$ cat src/rtl/boot_loader_pkg.sv
// boot_loader_pkg: shared definitions for the instruction-memory boot loader.
//   - FSM state encoding (3-bit)
//   - default frame start byte
package boot_loader_pkg;

  typedef logic [2:0] state_t;

  localparam state_t IDLE = 3'd0;
  localparam state_t LEN  = 3'd1;
  localparam state_t DATA = 3'd2;
  localparam state_t CSUM = 3'd3;
  localparam state_t DONE = 3'd4;
  localparam state_t ERR  = 3'd5;

  localparam logic [7:0] MAGIC_DEFAULT = 8'hA5;

endpackage

$ cat src/rtl/boot_loader_if.sv
// boot_loader_if: byte-stream input and instruction-memory write bus of the
// boot loader.
//   rx_valid/rx_data/rx_ready : byte stream, transfer on rx_valid && rx_ready
//   imem_we/imem_addr/imem_wdata : one-cycle word write into instruction memory
// Modports:
//   slave  : the loader (consumes bytes, issues memory writes)
//   master : the byte source / memory side
interface boot_loader_if #(
  parameter int ADDR_W = 6
);

  logic              rx_valid;
  logic [7:0]        rx_data;
  logic              rx_ready;
  logic              imem_we;
  logic [ADDR_W-1:0] imem_addr;
  logic [31:0]       imem_wdata;

  modport slave (
    input  rx_valid, rx_data,
    output rx_ready, imem_we, imem_addr, imem_wdata
  );

  modport master (
    output rx_valid, rx_data,
    input  rx_ready, imem_we, imem_addr, imem_wdata
  );

endinterface

$ cat src/rtl/boot_loader_word_assembler.sv
// word_assembler: packs a little-endian byte stream into 32-bit words.
//   clk       : clock
//   areset    : synchronous active-high reset
//   clear     : drop any partial word and restart at byte 0
//   byteStb   : a byte is presented on byteIn this cycle
//   byteIn    : byte data, byte k of a word lands in bits [8k+7:8k]
//   wordValid : high in the cycle the 4th byte of a word is presented
//   wordOut   : the completed word, valid while wordValid is high
module word_assembler (
  input  logic        clk,
  input  logic        areset,
  input  logic        clear,
  input  logic        byteStb,
  input  logic [7:0]  byteIn,
  output logic        wordValid,
  output logic [31:0] wordOut
);

  // Only the first three bytes need storage; the fourth is combined
  // directly so the word is available in the cycle it completes.
  logic [23:0] shiftReg;
  logic [1:0]  byteCnt;

  always_ff @(posedge clk) begin
    if (areset || clear) begin
      byteCnt  <= 2'd0;
      shiftReg <= 24'd0;
    end else if (byteStb) begin
      byteCnt  <= byteCnt + 2'd1;
      shiftReg <= {byteIn, shiftReg[23:8]};
    end
  end

  always_comb begin
    wordValid = byteStb && !clear && (byteCnt == 2'd3);
    wordOut   = {byteIn, shiftReg};
  end

endmodule

$ cat src/rtl/boot_loader.sv
// boot_loader: receives a framed image (MAGIC, N, 4*N payload bytes, XOR
// checksum), writes it word by word into instruction memory and releases the
// core only after the checksum matches.
//   clk        : system clock, rising edge
//   areset     : synchronous active-high reset
//   bus        : boot_loader_if.slave (byte stream in, imem write bus out)
//   core_reset : high holds the core in reset
//   done       : image loaded and checksum good (sticky)
//   error      : frame rejected (sticky)
module boot_loader
  import boot_loader_pkg::*;
#(
  parameter int         ADDR_W    = 6,
  parameter int         MAX_WORDS = 64,
  parameter logic [7:0] MAGIC     = MAGIC_DEFAULT
) (
  input  logic         clk,
  input  logic         areset,
  boot_loader_if.slave bus,
  output logic         core_reset,
  output logic         done,
  output logic         error
);

  localparam logic [8:0] MAX_WORDS_9 = 9'(MAX_WORDS);

  state_t            state;
  state_t            nextState;
  logic              byteAcc;
  logic              dataStb;
  logic              asmClear;
  logic              wordValid;
  logic [31:0]       wordOut;
  logic [7:0]        lastIdx;
  logic [ADDR_W-1:0] wordIdx;
  logic [7:0]        xorAcc;
  logic              imemWe;
  logic [ADDR_W-1:0] imemAddr;
  logic [31:0]       imemWdata;
  logic              readyDec;

  assign byteAcc  = bus.rx_valid && readyDec;
  assign dataStb  = byteAcc && (state == DATA);
  assign asmClear = (state != DATA);

  word_assembler u_asm (
    .clk       (clk),
    .areset    (areset),
    .clear     (asmClear),
    .byteStb   (dataStb),
    .byteIn    (bus.rx_data),
    .wordValid (wordValid),
    .wordOut   (wordOut)
  );

  // State register
  always_ff @(posedge clk) begin
    if (areset) state <= IDLE;
    else        state <= nextState;
  end

  // Next-state logic
  always_comb begin
    nextState = state;
    case (state)
      IDLE: if (byteAcc && (bus.rx_data == MAGIC)) nextState = LEN;
      LEN: begin
        if (byteAcc) begin
          if ((bus.rx_data == 8'd0) || ({1'b0, bus.rx_data} > MAX_WORDS_9))
            nextState = ERR;
          else
            nextState = DATA;
        end
      end
      DATA: if (wordValid && (8'(wordIdx) == lastIdx)) nextState = CSUM;
      CSUM: begin
        if (byteAcc) nextState = (bus.rx_data == xorAcc) ? DONE : ERR;
      end
      default: nextState = state;
    endcase
  end

  // Output decode
  always_comb begin
    readyDec   = 1'b0;
    core_reset = 1'b1;
    done       = 1'b0;
    error      = 1'b0;
    case (state)
      IDLE, LEN, DATA, CSUM: readyDec = 1'b1;
      DONE: begin
        core_reset = 1'b0;
        done       = 1'b1;
      end
      ERR:     error = 1'b1;
      default: readyDec = 1'b0;
    endcase
  end

  // Frame bookkeeping and registered memory write port.
  // Write strobe lands the cycle after the word's 4th byte is accepted.
  always_ff @(posedge clk) begin
    if (areset) begin
      lastIdx   <= 8'd0;
      wordIdx   <= '0;
      xorAcc    <= 8'd0;
      imemWe    <= 1'b0;
      imemAddr  <= '0;
      imemWdata <= 32'd0;
    end else begin
      imemWe <= wordValid;
      if (wordValid) begin
        imemAddr  <= wordIdx;
        imemWdata <= wordOut;
        wordIdx   <= wordIdx + 1'b1;
      end
      if (byteAcc && (state == LEN)) begin
        lastIdx <= bus.rx_data - 8'd1;
        wordIdx <= '0;
        xorAcc  <= 8'd0;
      end
      if (dataStb) xorAcc <= xorAcc ^ bus.rx_data;
    end
  end

  assign bus.rx_ready   = readyDec;
  assign bus.imem_we    = imemWe;
  assign bus.imem_addr  = imemAddr;
  assign bus.imem_wdata = imemWdata;

endmodule

$ cat src/flat_wrapper.sv
// flat-port wrapper written by rule: the top's interface ports become plain ports
module boot_loader_flat import boot_loader_pkg::*;
#(
  parameter int         ADDR_W    = 6,
  parameter int         MAX_WORDS = 64,
  parameter logic [7:0] MAGIC     = MAGIC_DEFAULT
)
  (clk, areset, core_reset, done, error, bus_rx_valid, bus_rx_data, bus_rx_ready, bus_imem_we, bus_imem_addr, bus_imem_wdata);
  boot_loader_if #(.ADDR_W(ADDR_W)) bus_i ();
  input  logic clk;
  input  logic areset;
  output logic core_reset;
  output logic done;
  output logic error;
  input wire logic [$bits(bus_i.rx_valid)-1:0] bus_rx_valid;
  input wire logic [$bits(bus_i.rx_data)-1:0] bus_rx_data;
  output wire logic [$bits(bus_i.rx_ready)-1:0] bus_rx_ready;
  output wire logic [$bits(bus_i.imem_we)-1:0] bus_imem_we;
  output wire logic [$bits(bus_i.imem_addr)-1:0] bus_imem_addr;
  output wire logic [$bits(bus_i.imem_wdata)-1:0] bus_imem_wdata;
  assign bus_i.rx_valid = bus_rx_valid;
  assign bus_i.rx_data = bus_rx_data;
  assign bus_rx_ready = bus_i.rx_ready;
  assign bus_imem_we = bus_i.imem_we;
  assign bus_imem_addr = bus_i.imem_addr;
  assign bus_imem_wdata = bus_i.imem_wdata;
  boot_loader #(.ADDR_W(ADDR_W), .MAX_WORDS(MAX_WORDS), .MAGIC(MAGIC)) u_core (.clk(clk), .areset(areset), .bus(bus_i), .core_reset(core_reset), .done(done), .error(error));
endmodule
$ cat config.mk
export PLATFORM = sky130hd
export DESIGN_NAME = boot_loader_flat
export DESIGN_NICKNAME = d
export VERILOG_FILES = /design/src/rtl/boot_loader_pkg.sv /design/src/rtl/boot_loader_if.sv /design/src/rtl/boot_loader_word_assembler.sv /design/src/rtl/boot_loader.sv /design/src/flat_wrapper.sv
export SDC_FILE = /design/constraint.sdc
export NUM_CORES = 1
export LEC_CHECK = 0
export BUFFER_PORTS_ARGS = -buffer_cell sky130_fd_sc_hd__buf_4
export CORE_AREA = 2 2 81 83
export CTS_CLUSTER_DIAMETER = 80
export CTS_CLUSTER_SIZE = 30
export DETAILED_ROUTE_END_ITERATION = 12
export DIE_AREA = 0 0 83 85
export GPL_ROUTABILITY_DRIVEN = 0
export PLACE_DENSITY_LB_ADDON = 0.2
export SLEW_MARGIN = 40
export SYNTH_ARGS = -nofsm -noshare
export SYNTH_HDL_FRONTEND = slang
export SYNTH_SLANG_ARGS = --single-unit
$ cat constraint.sdc
create_clock -name clk -period 4.07 [get_ports clk]
set_clock_uncertainty 0.1 [all_clocks]
set_input_delay 0.2035 -clock clk [delete_from_list [all_inputs] [get_ports clk]]
set_output_delay 0.2035 -clock clk [all_outputs]
set_load 0.1 [all_outputs]
==> impl_results.md, run 1 <==
* Outcome: finished, final reports clean
* Clk sinks at 90
* Crit-path max FO at 22
* Sequential area share after synthesis at approximately half
* Max-Slew Margin vs Limit at 49.7%
* Slew @ Worst Pin at 0.753 ns
* RSZ-0062 raised after global routing: false
* CP required at 4.24 ns
* CP max-delay cell: and2_1
* #FFs+latches synth at 90
* Largest net degree at the start of global routing at 61
* Final worst-path cycle share at between 50% and 60%
* Clk buf depth at 2
* Initial antenna violation count at 0
* GRT Overall Usage at 22.8%
* Synthesis-to-layout area growth at 15.9%
* Crit end category: register
* N_diodes at 0
* Critical path data arrival time at around 2.6 ns
* Yosys cell types at between 40 and 50
* Leak at 1.66 nW
* R2R depth at 5
* First-pass GRT wire length at 13.2 mm
* EDFF count, synth at 0
* Pwr dens at 393 nW/um2
* Final setup viols at 0
* Synth warn at 0
* Max VDD drop at 286 uV
* Synth async-reset ratio at 0%
* Routed len/inst at 14.1 um
* Power Total at 1.69 mW
* PostCTS Resize Cnt at 0
* Synth Instances at 433
* Crit path cell chain: and4bb_1 > and2_1 > buf_4 > nand2_1 > a21oi_1
* Fmax at 414 MHz
* DRC violations left at 0
* Syn_area_per_cell at about 8.6 um2
* Worst R2R End: u_core.bus.imem_wdata[11]
* Hold wc startpoint: bus_rx_data[0]
* Die Span Y at between 80 and 90 um
* Total core area at approximately 6200 um2
* Top_reg_cell synth: dfxtp_1
* Die width at 83 um
* Via count of the first global-routing pass at 2,847
* Flop2flop setup slack at between 1.5 and 2 ns
* Die ar. at 7060 um2
* DRT iter0 DRCs at 181
* H-tree Lvls at 3
* IO Pins at 54
* Reg clk slew, reported paths at 0.09 ns
* CTS tree: yes
* Clock root buffer: clkbuf_8
* Fill cell count at 528
* Final Hold Vio Count at 0
* HPWL after DPL at 5.05 mm
* Post-CTS Setup Bufs at 0
* Total wire length at 7.73 mm
* RR Startpoint: u_core.state[1]
* DR vias/cell at 5.43
* # hold bufs at CTS at 0
* Worst min path class: input port to register
* Row cnt at 29
* Clock latency on the worst-skew pair at 0.35 ns
* Setup_tns at 0 ns
* CP peak stage delay at 0.64 ns
* WHS at roughly 0.033 ns
* Port Buffers at 53
* Final min period at 2.41 ns
* Via count at 2,970
* Starting density of the core at 59.7%
* Total iterations of the first detailed-routing run at 4
* MaxCap Viol Count at 0
* Overflow after GRT at 0
* Num CTS Buffers at 9
* Share of cells above drive strength 1 at 15.7%
* Post-route ant nets at 0
* Post-synthesis net count at 448
* Max Slew Vio Count at 0
* Worst Hold Path EP: u_core.lastIdx[0]
* Final #Nets at 480
* Hold Path Stages at 2
* CP startpoint kind: register
* Setup CP Type: register to register
* Mapped Area at 3710 um2
stage by stage:
stage	std cells	util (%)	setup slack, ns	instance area [um2]
final	547	69.2	1.66	4300
after global routing	547	69.2	1.47	4300
after CTS	547	69.2	1.65	4290
after detailed placement	531	65.1	1.47	4040
after global placement	531	65.1	1.57	4040
after floorplan	433	-	0.347	3710
layout make-up:
cell class / count / area, um2 / area share [%]
clock buffer: 12 / 155 / 3.61
tap: 77 / 96.3 / 2.24
inverter: 9 / 33.8 / 0.786
sequential: 90 / 1800 / 41.9
multi-input combinational: 300 / 1700 / 39.5
timing repair buffer: 55 / 413 / 9.61
clock inverter: 4 / 97.6 / 2.27
placed cells by master (no fill, tap or decap), types with 9 or more instances in the layout:
cell	Yosys	routed
nor2_1	54	54
nand2_1	85	84
xnor2_1	10	10
mux2i_1	25	25
xor2_1	9	9
a21oi_1	45	45
buf_4	6	55
clkbuf_8	0	11
dfxtp_1	90	90
worst max-delay path: cells and delay by family, from the launching register on:
family                 cells  cell delay, ns
buffers and inverters      1            0.37
flip-flops                 1            0.49
AND/OR/NAND/NOR            3            1.24
AO/OA/AOI/OAI              1            0.13
worst max-delay path by stage:
stage | slack, ns | startpoint | cells after the start | end
6_report | 1.66 | u_core.state[1] | 5 | u_core.bus.imem_wdata[11]
2_1_floorplan | 0.35 | u_core.state[2] | 2 | error
4_1_cts | 1.65 | u_core.state[1] | 5 | u_core.bus.imem_wdata[11]
3_3_place_gp | 1.57 | bus_rx_valid | 6 | u_core.bus.imem_wdata[6]
3_5_place_dp | 1.47 | bus_rx_valid | 6 | u_core.bus.imem_wdata[11]
5_1_grt | 1.47 | u_core.state[1] | 5 | u_core.bus.imem_wdata[23]
Yosys cell counts (4+ instances only):
| cell type | count | area, um2 |
|---|---|---|
| a211oi_1 | 7 | 52.6 |
| a21oi_1 | 45 | 225 |
| a22oi_1 | 5 | 37.5 |
| and3_1 | 4 | 25.0 |
| buf_2 | 15 | 75.1 |
| buf_4 | 6 | 45.0 |
| clkbuf_1 | 12 | 45.0 |
| dfxtp_1 | 90 | 1800 |
| ha_1 | 4 | 50.1 |
| inv_1 | 8 | 30.0 |
| mux2i_1 | 25 | 250 |
| nand2_1 | 85 | 319 |
| nand3_1 | 4 | 20.0 |
| nor2_1 | 54 | 203 |
| nor2b_1 | 7 | 43.8 |
| nor3_1 | 6 | 30.0 |
| o21ai_0 | 8 | 40.0 |
| xnor2_1 | 10 | 87.6 |
| xor2_1 | 9 | 78.8 |
routing by layer:
layer	GRT usage (%)	vias up	wire, um
li1	-	1504	-
met1	29.4	1401	3570
met2	38.0	53	3770
met3	4.47	12	261
met4	8.49	0	131
met5	0	-	0
registers in the layout, summed over array words and instances (netlist names):
signal                 flops
u_core.lastIdx             8
u_core.u_asm.byteCnt       2
u_core.xorAcc              8
u_core.state               3
u_core.wordIdx             6
u_core.bus.imem_wdata     32
u_core.u_asm.shiftReg     24
u_core.bus.imem_addr       6
u_core.bus.imem_we         1
where the power goes:
group          internal [mW]  total (mW)  switching (mW)
Clock                  0.442       0.743           0.301
Sequential             0.880       0.880        0.000343
Combinational         0.0220      0.0626          0.0406
cell families after synthesis:
group	count (synthesis)	share of synthesized area [%]
fa+ha+maj	4	1.35
xor+xnor	19	4.49
flops	90	48.6
simple gates	178	21.5
buf+inv	43	5.67
compound gates	74	11.7
mux	25	6.75
Power figures use the tool's default switching activity.
==> run 2: changes to the inputs <==
Settings changed: CORE_AREA 2 2 81 83 to 2 2 85 87, DIE_AREA 0 0 83 85 to 0 0 87 89.
Clock period 4.07 ns to 2.5 ns, I/O delays scaled along.
==> run 2 against run 1 <==
- wire length grew 1.9%
- flip-flop and latch count unchanged
- critical endpoint is now done
- critical path type is now register to primary output
- sequential power grew 63%
==> impl_results.md, run 2 (synthesis gave the netlist of run 1 again) <==
* Clk buf depth at 2
* Post-route ant nets at 0
* Largest net degree at the start of global routing at 43
* Die Span Y at just under 90 um
* Crit path cell chain: clkinv_2 > or3_2 > clkinvlp_4 > buf_4
* First-pass GRT wire length at 12.7 mm
* Worst min path class: input port to register
* Clk sinks at 90
* GRT Overall Usage at about a fifth
* Hold Path Stages at 3
* H-tree Lvls at 3
* Crit path max-delay family: buffers and inverters
* Commonest non-fill, non-tap cell in the layout: dfxtp_1
* Final Instance Count excl. Fillers at 561
* Outcome: finished, final reports clean
* Clock latency on the worst-skew pair at roughly 0.36 ns
* CP max-delay cell: or3_2
* Area post-placement at 4110 um2
* Initial antenna violation count at 0
* Critical path buffers and inverters at 3
* Max Slew Vio Count at 0
* Crit end category: primary output
* PostCTS Resize Cnt at 0
* Leak at 1.67 nW
* Slew @ Worst Pin at 0.486 ns
* Flop2flop setup slack at 0.61 ns
* Worst setup margin at about 0.48 ns
* CTS tree: yes
* Routed len/inst at 14.0 um
* N_diodes at 0
* Pwr dens at 562 nW/um2
* Setup CP Type: register to primary output
* Fmax at 496 MHz
* Overflow after GRT at 0
* Via count of the first global-routing pass at 2,769
* Setup slack after placement at 0.584 ns
* Num CTS Buffers at 9
* Final Hold Vio Count at 0
* Final instance area at 4350 um2
* Final setup viols at 0
* CP startpoint kind: register
* Reg clk slew, reported paths at around 0.080 ns
* Clock root buffer: clkbuf_8
* Total iterations of the first detailed-routing run at 4
* Max VDD drop at about 480 uV
* Total wire length at 7.88 mm
* Commonest non-fill, non-tap cells in the layout: 90 x dfxtp_1, 85 x nand2_1, 59 x buf_4, 54 x nor2_1, 45 x a21oi_1
* Share of cells above drive strength 1 at 16.6%
* Critical path data arrival time at approximately 1.8 ns
* Via count at slightly above 3,000
* Crit-path max FO at 8
* Setup_tns at 0 ns
* R2R depth at 6
* Final #Nets at a little under 500
* Final worst-path cycle share at approximately four fifths
* Row cnt at 30
* Worst setup startpoint: u_core.state[2]
* DR vias/cell at 5.38
* Synthesis-to-layout area growth at 17.2%
* WHS at 0.0172 ns
* Hold wc startpoint: bus_rx_data[3]
* Port Buffers at 53
* Worst Hold Path EP: u_core.bus.imem_wdata[27]
* HPWL after DPL at 5.20 mm
* Final min period at 2.02 ns
* IO Pins at 54
* Fill cell count at 564
* Max reg flops at 32
* Total core area at 6720 um2
* Starting density of the core at 55.2%
* DRC violations left at 0
* CP required at 2.28 ns
* MaxCap Viol Count at 0
* DRT iter0 DRCs at 167
* RR Startpoint: u_core.state[1]
* Die width at 87 um
* CP peak stage delay at roughly 0.48 ns
* Die ar. at 7740 um2
* Max-Slew Margin vs Limit at between 60 and 70%
* Inst Count DP at roughly 540
* RSZ-0062 raised after global routing: false
* Worst R2R End: u_core.xorAcc[1]
## run 2: changes by cell type in the layout (fill, tap and decap cells not counted), sizes merged
cell	previous run	this run
clkbuf	12	13
inv	8	7
buf	55	60
dlygate4sd3	0	7
clkinv	1	2
bufinv	3	0
clkinvlp	1	2
## run 2: worst max path at each step
stage	endpoint	slack [ns]	cells after the start
after floorplan	done	0.18	3
after global placement	u_core.xorAcc[3]	0.64	7
after detailed placement	u_core.xorAcc[2]	0.58	7
after CTS	done	0.47	4
after global routing	done	0.42	4
final	done	0.48	4
## run 2: stage by stage
step	util (%)	total power [mW]
6_report	64.7	2.44
5_1_grt	64.7	2.53
4_1_cts	64.7	2.45
3_5_place_dp	61.1	1.57
3_3_place_gp	61.1	1.57
2_1_floorplan	-	1.54
## run 2: layout make-up
| class | count | area, um2 | area share [%] |
|---|---|---|---|
| Timing Repair Buffer | 67 | 533 | 12.3 |
| Clock buffer | 13 | 159 | 3.66 |
| Multi-Input combinational cell | 300 | 1700 | 39.1 |
| Sequential cell | 90 | 1800 | 41.5 |
| Clock inverter | 2 | 12.5 | 0.288 |
| Inverter | 9 | 38.8 | 0.892 |
| Tap cell | 80 | 100 | 2.30 |
## run 2: power by group
group	switching, mW	leakage [nW]	internal (mW)
sequential	0.000532	0.724	1.43
clock	0.485	0.0855	0.410
combinational	0.0697	0.859	0.0440
total	0.556	1.67	1.89
## run 2: worst reg2reg max path, stage by stage (launching register included)
cell and delay, ns:
dfxtp_1 0.49, and4bb_1 0.34, buf_4 0.19, or2_1 0.24
o21ai_0 0.16, a22oi_1 0.20, nor2_1 0.05
## run 2: timing repair
action	in CTS	in global routing
hold buffers	7	0
setup buffers	0	0
endpoints found under the hold margin	9	0
## run 2: routing by layer
layer  wire (um)  global-route usage [%]  part of all wire (%)
met1        3690                    26.0                    47
met2        3790                    35.9                    48
met3         304                    5.17                   3.9
met4          94                    6.82                   1.2
met5           0                       0                     0
